File: src/rtl/bin2bcd_seq_if.sv
// Handshake/result bundle between the multiplier-side producer and bin2bcd_seq.
// master: upstream driver of in_valid/bin; slave: the converter itself.
interface bin2bcd_seq_if #(
  parameter int W      = 10,
  parameter int DIGITS = 4
);
  logic                  in_valid;
  logic [W-1:0]          bin;
  logic [4*DIGITS-1:0]   bcd;
  logic                  out_valid;
  logic                  busy;
  logic                  overflow;

  modport master (
    output in_valid, bin,
    input  bcd, out_valid, busy, overflow
  );

  modport slave (
    input  in_valid, bin,
    output bcd, out_valid, busy, overflow
  );
endinterface

File: src/rtl/bin2bcd_seq.sv
// Sequential double-dabble binary-to-BCD converter, one input bit per clock.
// Optional leading-zero blanking of the stored result: define BCD_BLANK_EN.
module bin2bcd_seq #(
  parameter int W      = 10,
  parameter int DIGITS = 4
) (
  input  logic          clk,
  input  logic          rst,
  bin2bcd_seq_if.slave  bus
);
  localparam int BCD_W = 4 * DIGITS;
  localparam int CNT_W = $clog2(W + 1);

  typedef enum logic [1:0] {IDLE, SHIFT, DONE} state_t;

  state_t             state, state_nxt;
  logic               in_valid_d;
  logic [W-1:0]       sreg, sreg_nxt;
  logic [BCD_W-1:0]   scratch, scratch_nxt;
  logic               ovf_acc, ovf_acc_nxt;
  logic [CNT_W-1:0]   cnt, cnt_nxt;
  logic [BCD_W-1:0]   bcd_q, bcd_nxt;
  logic               ovf_q, ovf_nxt;
  logic               out_valid_q, out_valid_nxt;
  logic [BCD_W-1:0]   adj;
  logic               start_evt;

  function automatic logic [BCD_W-1:0] dabble_adj(input logic [BCD_W-1:0] s);
    logic [BCD_W-1:0] r;
    r = s;
    for (int i = 0; i < DIGITS; i++) begin
      if (s[4*i +: 4] >= 4'd5) r[4*i +: 4] = s[4*i +: 4] + 4'd3;
    end
    return r;
  endfunction

  function automatic logic [BCD_W-1:0] finish_digits(input logic [BCD_W-1:0] s);
    logic [BCD_W-1:0] r;
    r = s;
`ifdef BCD_BLANK_EN
    begin
      logic lead;
      lead = 1'b1;
      // Walk down from the top digit; digit 0 always stays visible.
      for (int i = DIGITS - 1; i >= 1; i--) begin
        if (lead && (s[4*i +: 4] == 4'd0)) r[4*i +: 4] = 4'hF;
        else                               lead = 1'b0;
      end
    end
`endif
    return r;
  endfunction

  assign start_evt = bus.in_valid & ~in_valid_d;
  assign adj       = dabble_adj(scratch);

  always_comb begin
    state_nxt     = state;
    sreg_nxt      = sreg;
    scratch_nxt   = scratch;
    ovf_acc_nxt   = ovf_acc;
    cnt_nxt       = cnt;
    bcd_nxt       = bcd_q;
    ovf_nxt       = ovf_q;
    out_valid_nxt = 1'b0;
    case (state)
      IDLE: begin
        if (start_evt) begin
          sreg_nxt    = bus.bin;
          scratch_nxt = '0;
          ovf_acc_nxt = 1'b0;
          cnt_nxt     = '0;
          state_nxt   = SHIFT;
        end
      end
      SHIFT: begin
        // Any bit carried out of the top digit means value >= 10^DIGITS.
        ovf_acc_nxt              = ovf_acc | adj[BCD_W-1];
        {scratch_nxt, sreg_nxt}  = {adj[BCD_W-2:0], sreg, 1'b0};
        cnt_nxt                  = cnt + 1'b1;
        if (cnt == CNT_W'(W - 1)) state_nxt = DONE;
      end
      DONE: begin
        bcd_nxt       = finish_digits(scratch);
        ovf_nxt       = ovf_acc;
        out_valid_nxt = 1'b1;
        state_nxt     = IDLE;
      end
      default: state_nxt = IDLE;
    endcase
  end

  always_ff @(posedge clk or posedge rst) begin
    if (rst) begin
      state       <= IDLE;
      in_valid_d  <= 1'b0;
      sreg        <= '0;
      scratch     <= '0;
      ovf_acc     <= 1'b0;
      cnt         <= '0;
      bcd_q       <= '0;
      ovf_q       <= 1'b0;
      out_valid_q <= 1'b0;
    end else begin
      state       <= state_nxt;
      in_valid_d  <= bus.in_valid;
      sreg        <= sreg_nxt;
      scratch     <= scratch_nxt;
      ovf_acc     <= ovf_acc_nxt;
      cnt         <= cnt_nxt;
      bcd_q       <= bcd_nxt;
      ovf_q       <= ovf_nxt;
      out_valid_q <= out_valid_nxt;
    end
  end

  // The result cycle (back in IDLE) still counts as busy, so a new start
  // can only be accepted on the edge after out_valid.
  assign bus.bcd       = bcd_q;
  assign bus.overflow  = ovf_q;
  assign bus.out_valid = out_valid_q;
  assign bus.busy      = (state != IDLE) | out_valid_q;
endmodule

File: src/flat_wrapper.sv
// flat-port wrapper written by rule: the top's interface ports become plain ports
module bin2bcd_seq_flat 
#(
  parameter int W      = 10,
  parameter int DIGITS = 4
)
  (clk, rst, bus_in_valid, bus_bin, bus_bcd, bus_out_valid, bus_busy, bus_overflow);
  bin2bcd_seq_if #(.W(W), .DIGITS(DIGITS)) bus_i ();
  input  logic clk;
  input  logic rst;
  input wire logic [$bits(bus_i.in_valid)-1:0] bus_in_valid;
  input wire logic [$bits(bus_i.bin)-1:0] bus_bin;
  output wire logic [$bits(bus_i.bcd)-1:0] bus_bcd;
  output wire logic [$bits(bus_i.out_valid)-1:0] bus_out_valid;
  output wire logic [$bits(bus_i.busy)-1:0] bus_busy;
  output wire logic [$bits(bus_i.overflow)-1:0] bus_overflow;
  assign bus_i.in_valid = bus_in_valid;
  assign bus_i.bin = bus_bin;
  assign bus_bcd = bus_i.bcd;
  assign bus_out_valid = bus_i.out_valid;
  assign bus_busy = bus_i.busy;
  assign bus_overflow = bus_i.overflow;
  bin2bcd_seq #(.W(W), .DIGITS(DIGITS)) u_core (.clk(clk), .rst(rst), .bus(bus_i));
endmodule
File: config.mk
export PLATFORM = sky130hd
export DESIGN_NAME = bin2bcd_seq_flat
export DESIGN_NICKNAME = d
export VERILOG_FILES = /design/src/rtl/bin2bcd_seq_if.sv /design/src/rtl/bin2bcd_seq.sv /design/src/flat_wrapper.sv
export SDC_FILE = /design/constraint.sdc
export NUM_CORES = 1
export LEC_CHECK = 0
export ABC_AREA = 1
export CAP_MARGIN = 10
export CORE_UTILIZATION = 35
export CTS_BUF_LIST = sky130_fd_sc_hd__clkbuf_4 sky130_fd_sc_hd__clkbuf_8 sky130_fd_sc_hd__clkbuf_16
export CTS_CLUSTER_DIAMETER = 150
export CTS_CLUSTER_SIZE = 24
export DETAILED_ROUTE_END_ITERATION = 12
export GPL_TIMING_DRIVEN = 0
export MAX_ROUTING_LAYER = met4
export PLACE_DENSITY = 0.66
export SYNTH_ARGS = -nofsm -noshare
export SYNTH_HDL_FRONTEND = slang
export SYNTH_SLANG_ARGS = --single-unit
File: constraint.sdc
create_clock -name clk -period 1.45 [get_ports clk]
set_input_delay 0.2175 -clock clk [delete_from_list [all_inputs] [get_ports clk]]
set_output_delay 0.2175 -clock clk [all_outputs]
set_load 0.005 [all_outputs]
==> out/metrics.csv <==
metric,value,unit
Starting Density,36.50,%
syn_area_per_cell,8.330,um^2
status,finished clean,
number of DRC markers in iteration 0,88,
final cycle utilization of the critical path,95.70,%
Critical Path Fanout Max,10,
IO Count,32,
vias in the first global route,1996,
H-tree levels,2,
Placement Rows,30,
sinks on the clock net,52,
via count,2042,
Crit Path Class,register to register,
final setup fails,0,
clk slew on worst S/H paths,0.09,ns
synth-to-layout area growth,23.40,%
syn_nets,324,
RSZ-0062 raised after global routing,true,
"Cell Area, Placed",2942,um^2
post-synth cell types,20,
ant diodes,0,
WP data arrival,1.59,ns
cells after synthesis,301,
layout cell share with drive strength beyond 1,8.163,%
DP Worst Slack,-0.1077,ns
headroom to the max-slew limit,81.75,%
antenna violations before repair,0,
Tot Pwr,6591,uW
final RePlAce weighted congestion,0.8372,
maximum VDD drop,0.0005678,V
Die H,86.64,um
Detailed Route WL,5090,um
first-pass GRT wire length,8907,um
Critical Path Source Type,register,
final worst slack,0.06234,ns
post-synthesis sequential area ratio,51.90,%
Post-synth EDFFs,0,
final net count,366,
deepest clock path buffer count,2,
Max Cap Viol,0,
Root Buffer,clkbuf_8,
worst endpoint required time,1.65,ns
pwr/cell area,2130,nW/um^2
#FFs+latches synth,52,
CTS buffer count,5,
Detailed Place HPWL,3558,um
Buffers on Ports,31,
"Core Util, Final",45.05,%
Netlist Area Pre-Place,2507,um^2
"commonest non-fill, non-tap cell in the layout",nand2_1,
max-slew violations,0,
critical-path cell list,buf_4 -> nand2_2 -> inv_2 -> buf_4 -> nand3_1 -> nand2_1,
crit path time final,1.388,ns
crit path max-delay cell type,dfrtp_1,
ys flop type,dfrtp_1,
gr ovfl total,0,
Routed wire per std cell,11.59,um
post-route ant nets,0,
Hold Crit Class,input pin to asynchronous set/reset pin,
Lkg Pwr,0.001521,uW
CP dominant cell by count,buf_4,
max frequency,720.6,MHz
cell area after layout,3094,um^2
GR Util All Layers,15.69,%
Pre-antenna DRT Iters,4,
CTS Hold Buffers Added,0,
clock latency on the worst-skew pair,0.30,ns
Vias/cell,4.651,
CP Capture Type,register,
Tightest Pin Transition,0.2732,ns
die footprint,7506,um^2
CTS tree,done,
Syn. warnings,0,
final routed DRC violation total,0,
final hold viol count,0,
"commonest cells after routing, fill and taps aside","80 x nand2_1, 52 x dfrtp_1, 41 x inv_1",
chip width,86.64,um
"slowest stage delay, CP",0.42,ns
async set-reset flop share out of synthesis,100.0,%
clock skew,0.004501,ns
core area,6869,um^2
largest net degree at the start of global routing,53,
## what timing repair did
| action | CTS | global route |
|---|---|---|
| resized for setup | 3 | 4 |
| endpoints found under the setup margin | 2 | 25 |
| setup buffers | 2 | 1 |
| pin swaps | 1 | 1 |
## area by class of cell
class                      instances  area, um^2
buffer                            10       66.31
clock buffer                       7       96.34
fill                             710        3775
inverter                          43       165.2
multi-input combinational        196       991.0
sequential                        52        1301
tap                               96       120.1
timing repair buffer              35       354.1
## sequential cells by signal, summed over array words and instances, names as in the netlist
register,flops
u_core.bus.bcd,16
u_core.bus.out_valid,1
u_core.bus.overflow,1
u_core.cnt,4
u_core.in_valid_d,1
u_core.ovf_acc,1
u_core.scratch,16
u_core.sreg,10
u_core.state,2
## report_power, final
group	switching, uW	internal (uW)
Clock	453	426
Sequential	386	2080
Combinational	1830	1420
Total	2670	3920
## cell usage after synthesis (2+ instances only)
library cell	number	area share, %
buf_2	5	1.0
buf_4	3	0.90
dfrtp_1	52	52
ha_1	10	5.0
inv_1	42	6.3
nand2_1	80	12
nand2_2	2	0.50
nand3_1	33	6.6
nand4_1	8	2.0
nor2_1	3	0.45
nor2_2	2	0.50
o21ai_0	32	6.4
o21ai_1	19	3.8
o22ai_1	4	1.0
## worst paths after layout
| check | start | endpoint | slack [ns] | cells past startpoint |
|---|---|---|---|---|
| max | u_core.state[0]$_DFFE_PP0P_ | u_core.scratch[9]$_DFFE_PP0P_ | 0.06 | 6 |
| min | rst | u_core.bus.bcd[14]$_DFFE_PP0P_ | 0.20 | 2 |
| max reg2reg | u_core.state[0]$_DFFE_PP0P_ | u_core.scratch[9]$_DFFE_PP0P_ | 0.06 | 6 |
| min reg2reg | u_core.bus.bcd[9]$_DFFE_PP0P_ | u_core.bus.bcd[9]$_DFFE_PP0P_ | 0.49 | 2 |
| max in group asynchronous | rst | u_core.scratch[7]$_DFFE_PP0P_ | 0.76 | 3 |
| min in group clk | bus_in_valid | u_core.in_valid_d$_DFF_PP0_ | 0.42 | 1 |
## critical path, delay by kind of cell, from the launching register on
family / cells / cell delay (ns)
buf+inv: 3 / 0.50
flops: 1 / 0.42
simple gates: 3 / 0.35
## metrics by stage
step	setup TNS (ns)	cells	hold WS, ns
after global placement	-4.932	428	0.4599
after global routing	-0.09127	439	0.2219
after floorplan	0	301	0.2489
after CTS	0	437	0.4145
after detailed placement	-4.811	428	0.4721
final	0	439	0.2011
## layer usage
metal  GRT usage, %  routed length, um  vias to the layer above  share of wire, %
li1               -                  -                     1055                 -
met1          18.88               2373                      951                47
met2          26.55               2526                       31                50
met3          2.571                128                        5               2.5
met4          5.758                 61                        0               1.2
met5              -                  0                        -                 0
## kinds of logic (layout without fill, tap and decap cells)
family	after synthesis	count (layout)	synth area share, %
compound gates	56	56	11.38
flops	52	52	51.90
xor+xnor	1	1	0.3494
simple gates	129	129	22.41
fa+ha+maj	10	10	4.990
buf+inv	53	95	8.981
No activity file was read; power rests on OpenSTA's default activity.
